===== src/rtl/calc_key_sequencer.sv =====
`default_nettype none
// ============================================================================
// calc_key_sequencer
// Keypad calculator control: scan-code filtering, operand entry, BCD ALU handshake.
// Revision: 1.0
// ============================================================================
module calc_key_sequencer #(
   parameter int TIMEOUT = 1024,
   parameter int NDIG    = 4
) (
   input  logic                clk_i,
   input  logic                rst_i,
   input  logic [7:0]          code_i,
   input  logic                code_valid_i,
   output logic                alu_start_o,
   output logic                alu_sub_o,
   output logic [4*NDIG-1:0]   alu_a_o,
   output logic                alu_a_neg_o,
   output logic [4*NDIG-1:0]   alu_b_o,
   input  logic                alu_done_i,
   input  logic [4*NDIG-1:0]   alu_res_i,
   input  logic                alu_neg_i,
   input  logic                alu_ovf_i,
   output logic [4*NDIG-1:0]   disp_bcd_o,
   output logic                disp_neg_o,
   output logic                disp_err_o
);

   localparam int W  = 4*NDIG;
   localparam int CW = $clog2(NDIG+1);
   localparam int TW = $clog2(TIMEOUT+1);

   localparam logic [7:0]    c_code_brk = 8'hF0;
   localparam logic [7:0]    c_code_ext = 8'hE0;
   localparam logic [CW-1:0] c_ndig     = CW'(NDIG);
   localparam logic [TW-1:0] c_tmo_last = TW'(TIMEOUT-1);

   typedef enum logic [2:0] {
      S_ENTER_A = 3'd0,
      S_OP      = 3'd1,
      S_ENTER_B = 3'd2,
      S_CALC    = 3'd3,
      S_SHOW    = 3'd4,
      S_ERR     = 3'd5
   } state_t;

   state_t          r_state;
   logic [W-1:0]    r_a;
   logic [W-1:0]    r_b;
   logic            r_a_neg;
   logic [CW-1:0]   r_cnt;
   logic            r_brk;
   logic            r_op;
   logic            r_sub;
   logic            r_chain;
   logic            r_start;
   logic [TW-1:0]   r_tmo;

   logic            w_key;
   logic            w_is_digit;
   logic            w_is_op;
   logic            w_op_sub;
   logic            w_is_eq;
   logic            w_is_esc;
   logic [3:0]      w_digit;
   logic            w_dig;
   logic            w_op;
   logic            w_eq;
   logic            w_esc;

   always_comb begin
      w_is_digit = 1'b0;
      w_is_op    = 1'b0;
      w_op_sub   = 1'b0;
      w_is_eq    = 1'b0;
      w_is_esc   = 1'b0;
      w_digit    = 4'd0;
      case (code_i)
         8'h45: begin w_is_digit = 1'b1; w_digit = 4'd0; end
         8'h16: begin w_is_digit = 1'b1; w_digit = 4'd1; end
         8'h1E: begin w_is_digit = 1'b1; w_digit = 4'd2; end
         8'h26: begin w_is_digit = 1'b1; w_digit = 4'd3; end
         8'h25: begin w_is_digit = 1'b1; w_digit = 4'd4; end
         8'h2E: begin w_is_digit = 1'b1; w_digit = 4'd5; end
         8'h36: begin w_is_digit = 1'b1; w_digit = 4'd6; end
         8'h3D: begin w_is_digit = 1'b1; w_digit = 4'd7; end
         8'h3E: begin w_is_digit = 1'b1; w_digit = 4'd8; end
         8'h46: begin w_is_digit = 1'b1; w_digit = 4'd9; end
         8'h79: begin w_is_op = 1'b1; w_op_sub = 1'b0; end
         8'h7B: begin w_is_op = 1'b1; w_op_sub = 1'b1; end
         8'h55, 8'h5A: w_is_eq = 1'b1;
         8'h76: w_is_esc = 1'b1;
         default: ;
      endcase
   end

   // A code is a usable key only when it is neither a prefix nor the code after F0.
   assign w_key = code_valid_i && !r_brk && (code_i != c_code_ext) && (code_i != c_code_brk);
   assign w_dig = w_key && w_is_digit;
   assign w_op  = w_key && w_is_op;
   assign w_eq  = w_key && w_is_eq;
   assign w_esc = w_key && w_is_esc;

   always_ff @(posedge clk_i or posedge rst_i) begin
      if (rst_i) begin
         r_state <= S_ENTER_A;
         r_a     <= '0;
         r_b     <= '0;
         r_a_neg <= 1'b0;
         r_cnt   <= '0;
         r_brk   <= 1'b0;
         r_op    <= 1'b0;
         r_sub   <= 1'b0;
         r_chain <= 1'b0;
         r_start <= 1'b0;
         r_tmo   <= '0;
      end else begin
         r_start <= 1'b0;
         if (code_valid_i && (code_i != c_code_ext))
            r_brk <= (code_i == c_code_brk) && !r_brk;

         if (w_esc) begin
            r_state <= S_ENTER_A;
            r_a     <= '0;
            r_b     <= '0;
            r_a_neg <= 1'b0;
            r_cnt   <= '0;
            r_op    <= 1'b0;
            r_sub   <= 1'b0;
            r_chain <= 1'b0;
            r_tmo   <= '0;
         end else begin
            case (r_state)
               S_ENTER_A: begin
                  if (w_dig) begin
                     if (r_cnt < c_ndig) begin
                        r_a   <= (r_a << 4) | W'(w_digit);
                        r_cnt <= r_cnt + 1'b1;
                     end
                  end else if (w_op) begin
                     r_op    <= w_op_sub;
                     r_state <= S_OP;
                  end
               end
               S_OP: begin
                  if (w_op) begin
                     r_op <= w_op_sub;
                  end else if (w_dig) begin
                     r_b     <= W'(w_digit);
                     r_cnt   <= CW'(1);
                     r_state <= S_ENTER_B;
                  end
               end
               S_ENTER_B: begin
                  if (w_dig) begin
                     if (r_cnt < c_ndig) begin
                        r_b   <= (r_b << 4) | W'(w_digit);
                        r_cnt <= r_cnt + 1'b1;
                     end
                  end else if (w_eq || w_op) begin
                     // r_sub carries the operator being executed; r_op becomes the pending one.
                     r_sub   <= r_op;
                     r_chain <= w_op;
                     if (w_op)
                        r_op <= w_op_sub;
                     r_start <= 1'b1;
                     r_tmo   <= '0;
                     r_state <= S_CALC;
                  end
               end
               S_CALC: begin
                  if (alu_done_i) begin
                     if (alu_ovf_i) begin
                        r_state <= S_ERR;
                     end else begin
                        r_a     <= alu_res_i;
                        r_a_neg <= alu_neg_i;
                        r_state <= r_chain ? S_OP : S_SHOW;
                     end
                  end else if (r_tmo == c_tmo_last) begin
                     r_state <= S_ERR;
                  end else begin
                     r_tmo <= r_tmo + 1'b1;
                  end
               end
               S_SHOW: begin
                  if (w_dig) begin
                     r_a     <= W'(w_digit);
                     r_a_neg <= 1'b0;
                     r_cnt   <= CW'(1);
                     r_state <= S_ENTER_A;
                  end else if (w_op) begin
                     r_op    <= w_op_sub;
                     r_state <= S_OP;
                  end
               end
               S_ERR: ;
               default: r_state <= S_ENTER_A;
            endcase
         end
      end
   end

   assign alu_start_o = r_start;
   assign alu_sub_o   = r_sub;
   assign alu_a_o     = r_a;
   assign alu_a_neg_o = r_a_neg;
   assign alu_b_o     = r_b;

   // B is untouched during CALC, so showing B there holds the last displayed value.
   always_comb begin
      disp_bcd_o = r_a;
      disp_neg_o = r_a_neg;
      disp_err_o = 1'b0;
      case (r_state)
         S_ENTER_B, S_CALC: begin
            disp_bcd_o = r_b;
            disp_neg_o = 1'b0;
         end
         S_ERR: begin
            disp_bcd_o = '0;
            disp_neg_o = 1'b0;
            disp_err_o = 1'b1;
         end
         default: ;
      endcase
   end

endmodule
`default_nettype wire

===== config.mk =====
export PLATFORM = sky130hd
export DESIGN_NAME = calc_key_sequencer
export DESIGN_NICKNAME = d
export VERILOG_FILES = /design/src/rtl/calc_key_sequencer.sv
export SDC_FILE = /design/constraint.sdc
export NUM_CORES = 1
export LEC_CHECK = 0
export CORE_MARGIN = 10
export CORE_UTILIZATION = 46
export DETAILED_ROUTE_END_ITERATION = 10
export HOLD_SLACK_MARGIN = 0.02
export PLACE_DENSITY = 0.78
export SLEW_MARGIN = 20
export SYNTH_ARGS = -nofsm -noshare
export SYNTH_HDL_FRONTEND = slang
export SYNTH_SLANG_ARGS = --single-unit
export TNS_END_PERCENT = 5

===== constraint.sdc =====
create_clock -name clk_i -period 1.85 [get_ports clk_i]
set_input_delay 0.37 -clock clk_i [delete_from_list [all_inputs] [get_ports clk_i]]
set_output_delay 0.37 -clock clk_i [all_outputs]
set_load 0.05 [all_outputs]

Yosys cells after proc, flatten, opt, wreduce, memory -nomap -nowiden
Index checks and enable logic that the tools add are counted.
{"block": "word_totals", "register_bits": 55, "out_inout_bits": 53, "elab_cells": 164, "in_bits": 30}
{"block": "classes", "magnitude_cmp": 1, "bitwise": 2, "reduce_logical": 35, "n_mux": 69, "addsub": 2, "n_eq_ne": 44}
{"operator": "$mux 16", "count": 10}
{"operator": "$pmux 16 s2", "count": 2}
{"operator": "$eq 8x7->1 const B", "count": 7}
{"operator": "$mux 11", "count": 5}
{"operator": "$mux 3", "count": 17}
{"operator": "$eq 8x6->1 const B", "count": 6}
{"operator": "$pmux 16 s3", "count": 1}
{"operator": "$ne 3x3->1 const B", "count": 14}
{"operator": "$pmux 4 s9", "count": 1}
{"operator": "$or 16x4->16", "count": 2}
{"operator": "$mux 1", "count": 28}
{"operator": "$pmux 11 s2", "count": 1}
{"operator": "$pmux 3 s6", "count": 1}
{"operator": "$eq 8x5->1 const B", "count": 2}
{"operator": "$ne 8x8->1 const B", "count": 2}
{"operator": "$reduce_and 4->1", "count": 3}
{"operator": "$reduce_bool 4->1", "count": 3}
{"operator": "$add 11x1->11 const B", "count": 1}
{"operator": "$eq 11x10->1 const B", "count": 1}
{"operator": "$reduce_and 5->1", "count": 2}
{"operator": "$reduce_or 10->1", "count": 1}
{"operator": "$reduce_or 2->1", "count": 5}
{"operator": "$logic_and 1x1->1", "count": 9}
{"operator": "$pmux 3 s3", "count": 1}
{"operator": "other kinds (22)", "count": 28}

Longest topological paths before layout
Gate-level depths: netlist of the first run.
{"block": "depth", "ltp_word": 10, "ltp_mapped": 10, "ltp_nobuf": 7}

Worst setup path before layout of the first run
OpenSTA, ideal clock, no wires.
{"block": "synth_timing", "kind": "register -> output", "from": "register r_state[0]", "to": "output port disp_bcd_o[11]", "path_buffers": 3, "required_ns": 1.480, "arrival_ns": 2.554, "slack_ns": -1.074, "path_stages_with_launch": 6, "path_cell_list": "dfrtp_1 -> clkbuf_1 -> and3_1 -> clkbuf_1 -> clkbuf_1 -> o21ai_0"}
{"block": "synth_via", "elab_chain_len": 3, "word_cells_on_any_way": 5, "classes_between": "3 x eq/ne; 1 x mux; 1 x reduce/logical"}
{"item": "start: declaration", "line": "47", "source": "state_t r_state;"}
{"item": "start signal: assignment", "line": "178", "source": "r_state <= r_chain ? S_OP : S_SHOW;"}
{"item": "$eq 3x2->1", "line": "215", "source": "case (r_state)"}
{"item": "$reduce_or 2->1", "line": "215"}
{"item": "$pmux 16 s2 (*)", "line": "215"}
{"item": "end: declaration", "line": "24", "source": "output logic [4*NDIG-1:0] disp_bcd_o,"}
Mark *: on every way between the ends. The rest lies on a longest branch, timed or not.

Worst setup path after layout of the first run
{"block": "layout_timing", "from": "register r_state[1]", "to": "output port disp_bcd_o[7]"}
The elaborated chain is that of the path after synthesis.

==> results of run 1 <==
==> synth_stat cells (9+ instances only) <==
| cell | count |
|---|---|
| clkbuf_1 | 10 |
| o21ai_0 | 27 |
| nor2_1 | 41 |
| nand2b_1 | 19 |
| buf_2 | 12 |
| nand3_1 | 19 |
| a21oi_1 | 21 |
| mux2_4 | 9 |
| dfrtp_1 | 55 |
| nand2_1 | 56 |
| mux2_2 | 9 |
| a22oi_1 | 12 |
==> power breakdown <==
group / internal, mW / leakage [nW] / switching, mW / total (mW)
clock: 0.265 / 0.0406 / 0.439 / 0.705
combinational: 1.90 / 1.87 / 2.52 / 4.42
sequential: 1.49 / 0.740 / 0.352 / 1.84
total: 3.66 / 2.65 / 3.31 / 6.97
==> metal layers <==
metal	share of wire [%]	vias to the layer above	track usage, %
met3	7.6	63	4.55
li1	-	1776	-
met4	3.9	0	5.13
met1	37	1999	28.2
met5	0	-	0
met2	51	239	38.8
==> through the flow <==
step | TNS, ns | instance area (um2) | total power [mW] | instances | setup WS [ns]
5_1_grt | -7.97 | 5950 | 7.21 | 665 | -0.175
4_1_cts | -4.19 | 5530 | 6.42 | 650 | -0.183
6_report | -5.57 | 5950 | 6.97 | 665 | -0.139
2_1_floorplan | -13.12 | 3610 | 3.95 | 400 | -0.398
3_3_place_gp | -42.05 | 5060 | 5.30 | 631 | -0.908
3_5_place_dp | -43.64 | 5060 | 5.39 | 631 | -0.951
==> critical path: stages (launching register included) <==
cell and delay [ns]:
dfrtp_1 0.42, buf_6 0.16, inv_4 0.06, and3_4 0.25, buf_16 0.18, o21ai_4 0.08
buf_12 0.15
==> layout make-up <==
cell class	instances	area [um2]	share of cell area, %
Clock inverter	2	16.3	0.273
Timing Repair Buffer	184	1860	31.2
Multi-Input combinational cell	312	2480	41.6
Inverter	8	32.5	0.546
Clock buffer	5	68.8	1.16
Sequential cell	55	1380	23.1
Tap cell	99	124	2.08
==> cell usage in the layout (no fill, tap or decap), types with 4 or more instances in the layout <==
master / instances
buf_4: 108
dfrtp_1: 54
nand2_1: 51
nor2_1: 37
buf_6: 22
clkdlybuf4s50_1: 20
buf_12: 19
nand3_1: 18
mux2_4: 15
nand2b_1: 14
a21oi_1: 14
a22oi_1: 12
o21ai_4: 11
o21ai_2: 9
o21ai_0: 8
a21oi_2: 7
o21ai_1: 6
inv_1: 6
o31ai_1: 6
nand3b_1: 5
clkbuf_8: 5
buf_2: 5
nand2b_4: 4
nor3_1: 4
nand2_2: 4
==> sequential cells by signal (all words and copies together) (netlist names) <==
| register | count |
|---|---|
| alu_a_o | 16 |
| alu_b_o | 16 |
| r_tmo | 11 |
| r_cnt | 3 |
| r_state | 3 |
| alu_a_neg_o | 1 |
| alu_start_o | 1 |
| alu_sub_o | 1 |
| r_brk | 1 |
| r_chain | 1 |
| r_op | 1 |
==> logic make-up after synthesis <==
group | synth area share (%)
mux | 7.90
buf+inv | 4.50
simple gates | 25.0
fa+ha+maj | 0.715
compound gates | 22.1
flops | 39.3
xor+xnor | 0.500
==> worst max path at each step <==
stage	from	to	cells after the start
3_5_place_dp	code_i[6]	alu_a_o[13]$_DFFE_PP0P_	9
3_3_place_gp	code_i[6]	alu_a_o[0]$_DFFE_PP0P_	9
2_1_floorplan	code_i[6]	alu_a_o[10]$_DFFE_PP0P_	8
4_1_cts	r_brk$_DFFE_PP0P_	r_state[0]$_DFFE_PP0P_	6
5_1_grt	r_state[2]$_DFFE_PP0P_	r_tmo[4]$_DFFE_PP0P_	7
6_report	r_state[1]$_DFFE_PP0P_	disp_bcd_o[7]	6
==> what timing repair did <==
item                       CTS  global route
setup endpoints to repair   72            69
gates resized for setup    106            60
cloned                       5             3
pin swaps                   25            33
setup buffers                7            14
==> run metrics, run 1 <==
status=finished with violations; violated checks=negative setup slack; Slew HR=67.0%; synth top area cells=dfrtp_1 (39%), nand2_1 (6.0%), nor2_1 (4.4%), mux2_4 (3.9%), o21ai_0 (3.9%); maximum clock insertion buffer count=2; DRC=0; post-synth top area share=between 30% and 40%; Clock Sinks=55; Cell Area, Synth=between 3000 and 4000 um2; Die W=approximately 110 um; Final Max Slew Viols=0; crit path time final=a little under 2 ns; routed len/inst=22.4 um; final hold vios=0; Iteration-0 DRC Markers=roughly 470; fin worst setup slack=-0.139 ns; number of distinct library cells after synthesis=63; pwr dens=about 1200 nW/um2; DR vias=4077; H-tree depth=2; Pre-antenna DRT Iters=6; die height=107 um; Fmax=0.503 GHz; ant diodes=0; Main synth FF type=dfrtp_1; drt total wl=around 15000 um; Worst setup EP type=output port; Ys Warns=0; Clock transition at path regs=about 0.1 ns; crit path kind=reg -> out; Starting Density=a little under half; CTS Hold Bufs=0; max_cap viols=0; Leakage=2.65 nW; Post-synth EDFFs=0; clk_skew=0.00797 ns; vias per cell=a little over 6; Worst-Margin Slew=0.494 ns; utilization after layout=~81%; latest clock arrival within the worst-skew pair=approximately 0.33 ns; Port Buffer Count=82; CP Launch Type=register; number of buffers created by CTS=5; Post-DP HPWL=9100 um; RSZ-0062 raised after global routing=true; gr ovfl total=0; Post-Synthesis Net Count=around 430; vias in the first global route=approximately 4.0k; die area=approximately 12000 um2; TritonCTS clock tree=done; async set-reset flop share out of synthesis=100%; number of routed nets with antenna violations=0; Core Region=roughly 7300 um2; Final period util=108%; Reg2Reg Setup Slack=-0.12 ns; Reg2Reg Depth=8; share of layout cells above drive strength 1=between 40% and 50%; worst endpoint required time=approximately 1.5 ns; Mapped Cells=400; worst flop-to-flop path endpoint=alu_a_o[9]$_DFFE_PP0P_; endpoints failing setup=between 60 and 70; Final #Nets=around 600; Max IR drop VDD=0.822 mV; initial antenna violation count=0; Fillers=approximately 420; Root Buffer=clkbuf_8; post-synthesis register bit count=55; hold slack=0.401 ns; Crit Path Max Fanout=8; I/O pins=between 80 and 90; Critical Path AT=approximately 1.6 ns; first-pass GRT wire length=~21000 um; area leader, netlist=dfrtp_1; pin count of the biggest net entering global routing=56; row count=31; Critical R2R Launch=r_state[2]$_DFFE_PP0P_; RD Place Congestion=about 0.95; GRT Overall Usage=between 20% and 30%; Min-Delay Path Class=in -> async; register area share after synthesis=between 30% and 40%; Area growth, synth to finish=70.1%; Synth Area per Inst=about 8.8 um2
(Power assumes the default switching activity.)
==> inputs of run 2 (changes only) <==
--- a/config.mk
+++ b/config.mk
@@ -6,9 +6,10 @@
 export NUM_CORES = 1
 export LEC_CHECK = 0
+export CORE_ASPECT_RATIO = 0.75
 export CORE_MARGIN = 10
-export CORE_UTILIZATION = 46
+export CORE_UTILIZATION = 50
 export DETAILED_ROUTE_END_ITERATION = 10
 export HOLD_SLACK_MARGIN = 0.02
-export PLACE_DENSITY = 0.78
+export PLACE_DENSITY = 0.8
 export SLEW_MARGIN = 20
 export SYNTH_ARGS = -nofsm -noshare
==> constraint.sdc (replaced) <==
create_clock -name clk_i -period 2 [get_ports clk_i]
set_input_delay 0.2 -clock clk_i [delete_from_list [all_inputs] [get_ports clk_i]]
set_output_delay 0.2 -clock clk_i [all_outputs]
set_load 0.05 [all_outputs]
==> run metrics, run 2 (synthesized netlist as in run 1, its figures left out) <==
filler-free cell count of the finished design=a little over 600; CTS Hold Bufs=0; Final Power=5.95 mW; Switch Pwr=around 2.7 mW; number of buffers created by CTS=5; pwr dens=between 1000 and 1500 nW/um2; Placed Cells=598; Final #Nets=560; initial antenna violation count=0; leading cell type in the layout, fill and taps excluded=clkdlybuf4s50_1; Fmax=around 0.5 GHz; combinational power share=58.3%; Total Negative Setup Slacks=-0.0128 ns; Worst-Margin Slew=0.540 ns; DP Area=4960 um2; Port Buffer Count=between 80 and 90; routed len/inst=21.0 um; row count=26; gr ovfl total=0; DR vias=between 3k and 4k; CP Launch Type=register; status=finished with violations; worst endpoint required time=2.21 ns; Flop pwr share=28.3%; Critical Path AT=approximately 2.2 ns; drt total wl=~13000 um; DRC=0; H-tree depth=2; RD Place Congestion=between 0.8 and 0.9; Crit Path Max Fanout=3; most frequent cells in the layout=clkdlybuf4s50_1 (56), nand2_1 (55), dfrtp_1 (55); Worst setup EP type=register; RSZ-0062 raised after global routing=true; Iteration-0 DRC Markers=approximately 470; Clock transition at path regs=~0.11 ns; violated checks=negative setup slack; Root Buffer=clkbuf_8; max_cap viols=0; utilization after layout=between 70% and 80%; fin worst setup slack=-0.0128 ns; Internal Power=about 3.2 mW; Pre-antenna DRT Iters=6; GRT Overall Usage=about 22%; Core Region=6800 um2; post-layout instance area=between 5000 and 6000 um2; crit path time final=between 2 and 2.5 ns; Post-DP HPWL=a little under 9000 um; Starting Density=about half; Fillers=between 400 and 500; pin count of the biggest net entering global routing=56; Slew HR=between 60 and 70%; final hold vios=0; ant diodes=0; Leakage=~2.3 nW; die height=between 90 and 100 um; Min-Delay Path Class=in -> async; die area=~11000 um2; sw frac=between 40% and 50%; crit path kind=reg -> reg; maximum clock insertion buffer count=2; Final period util=101%; share of layout cells above drive strength 1=approximately 30%; first-pass GRT wire length=between 15000 and 20000 um; Die W=about 120 um; Final Max Slew Viols=0; Reg2Reg Setup Slack=-0.01 ns; Area growth, synth to finish=51.7%; Clock Sinks=55; Place WS=-0.577 ns; vias per cell=just over 6; I/O pins=83; hold slack=approximately 0.24 ns; vias in the first global route=between 3k and 4k; clk_skew=between 0.015 and 0.02 ns; latest clock arrival within the worst-skew pair=around 0.32 ns; Clock power frac=between 10% and 20%; number of routed nets with antenna violations=0; Max IR drop VDD=around 0.75 mV; TritonCTS clock tree=done; endpoints failing setup=1
[run 2: cell count changes in the layout (fill, tap and decap cells not counted), sizes merged]
| cell | previous run | this run |
|---|---|---|
| buf | 159 | 81 |
| clkdlybuf4s50 | 20 | 56 |
| clkbuf | 8 | 12 |
| dlygate4sd2 | 1 | 3 |
| bufinv | 0 | 1 |
| clkdlybuf4s15 | 1 | 0 |
| clkinvlp | 1 | 0 |
[run 2: worst max-delay path, stage by stage (launching register included)]
cell	delay, ns
dfrtp_1	0.40
nand3b_1	0.18
or4_4	0.57
and3_1	0.21
nor3_4	0.19
nor2_1	0.09
o32ai_2	0.27
[run 2: what timing repair did]
action,4_1_cts,5_1_grt
buffers inserted,3,0
resized for setup,29,42
cloned,4,0
pin swaps,3,4
hold endpoints to repair,0,0
setup endpoints to repair,53,63
[run 2: power by group through the flow]
stage          combinational (mW)  clock [mW]  sequential, mW
6_report                     3.47       0.799            1.68
4_1_cts                      3.32       0.803            1.65
3_5_place_dp                 3.27           0            1.67
2_1_floorplan                1.50           0            2.03
5_1_grt                      3.64       0.856            1.71
3_3_place_gp                 3.17           0            1.65
[run 2: area by class of cell]
cell class	instances	area [um2]	area share [%]
multi-input combinational	312	2140	40.4
timing repair buffer	146	1540	28.9
sequential	55	1380	25.9
tap	84	105	1.98
clock buffer	6	82.6	1.55
clock inverter	2	38.8	0.730
inverter	8	30.0	0.565
[run 2: final timing paths]
kind / from / cells after the start / to
min in group clk_i: code_i[1] / 3 / r_op$_DFFE_PP0P_
worst min register to register: r_op$_DFFE_PP0P_ / 2 / alu_sub_o$_DFFE_PP0P_
worst max register to register: r_brk$_DFFE_PP0P_ / 6 / r_state[0]$_DFFE_PP0P_
max in group asynchronous: rst_i / 3 / r_state[1]$_DFFE_PP0P_
worst min-delay path: rst_i / 3 / alu_a_o[14]$_DFFE_PP0P_
worst max-delay path: r_brk$_DFFE_PP0P_ / 6 / r_state[0]$_DFFE_PP0P_
[run 2: metal layers]
layer	routed length [um]	track usage (%)	up-vias
li1	-	-	1692
met1	5190	29.4	1863
met2	6250	35.1	206
met3	1060	4.45	36
met4	369	7.70	0
met5	0	0	-
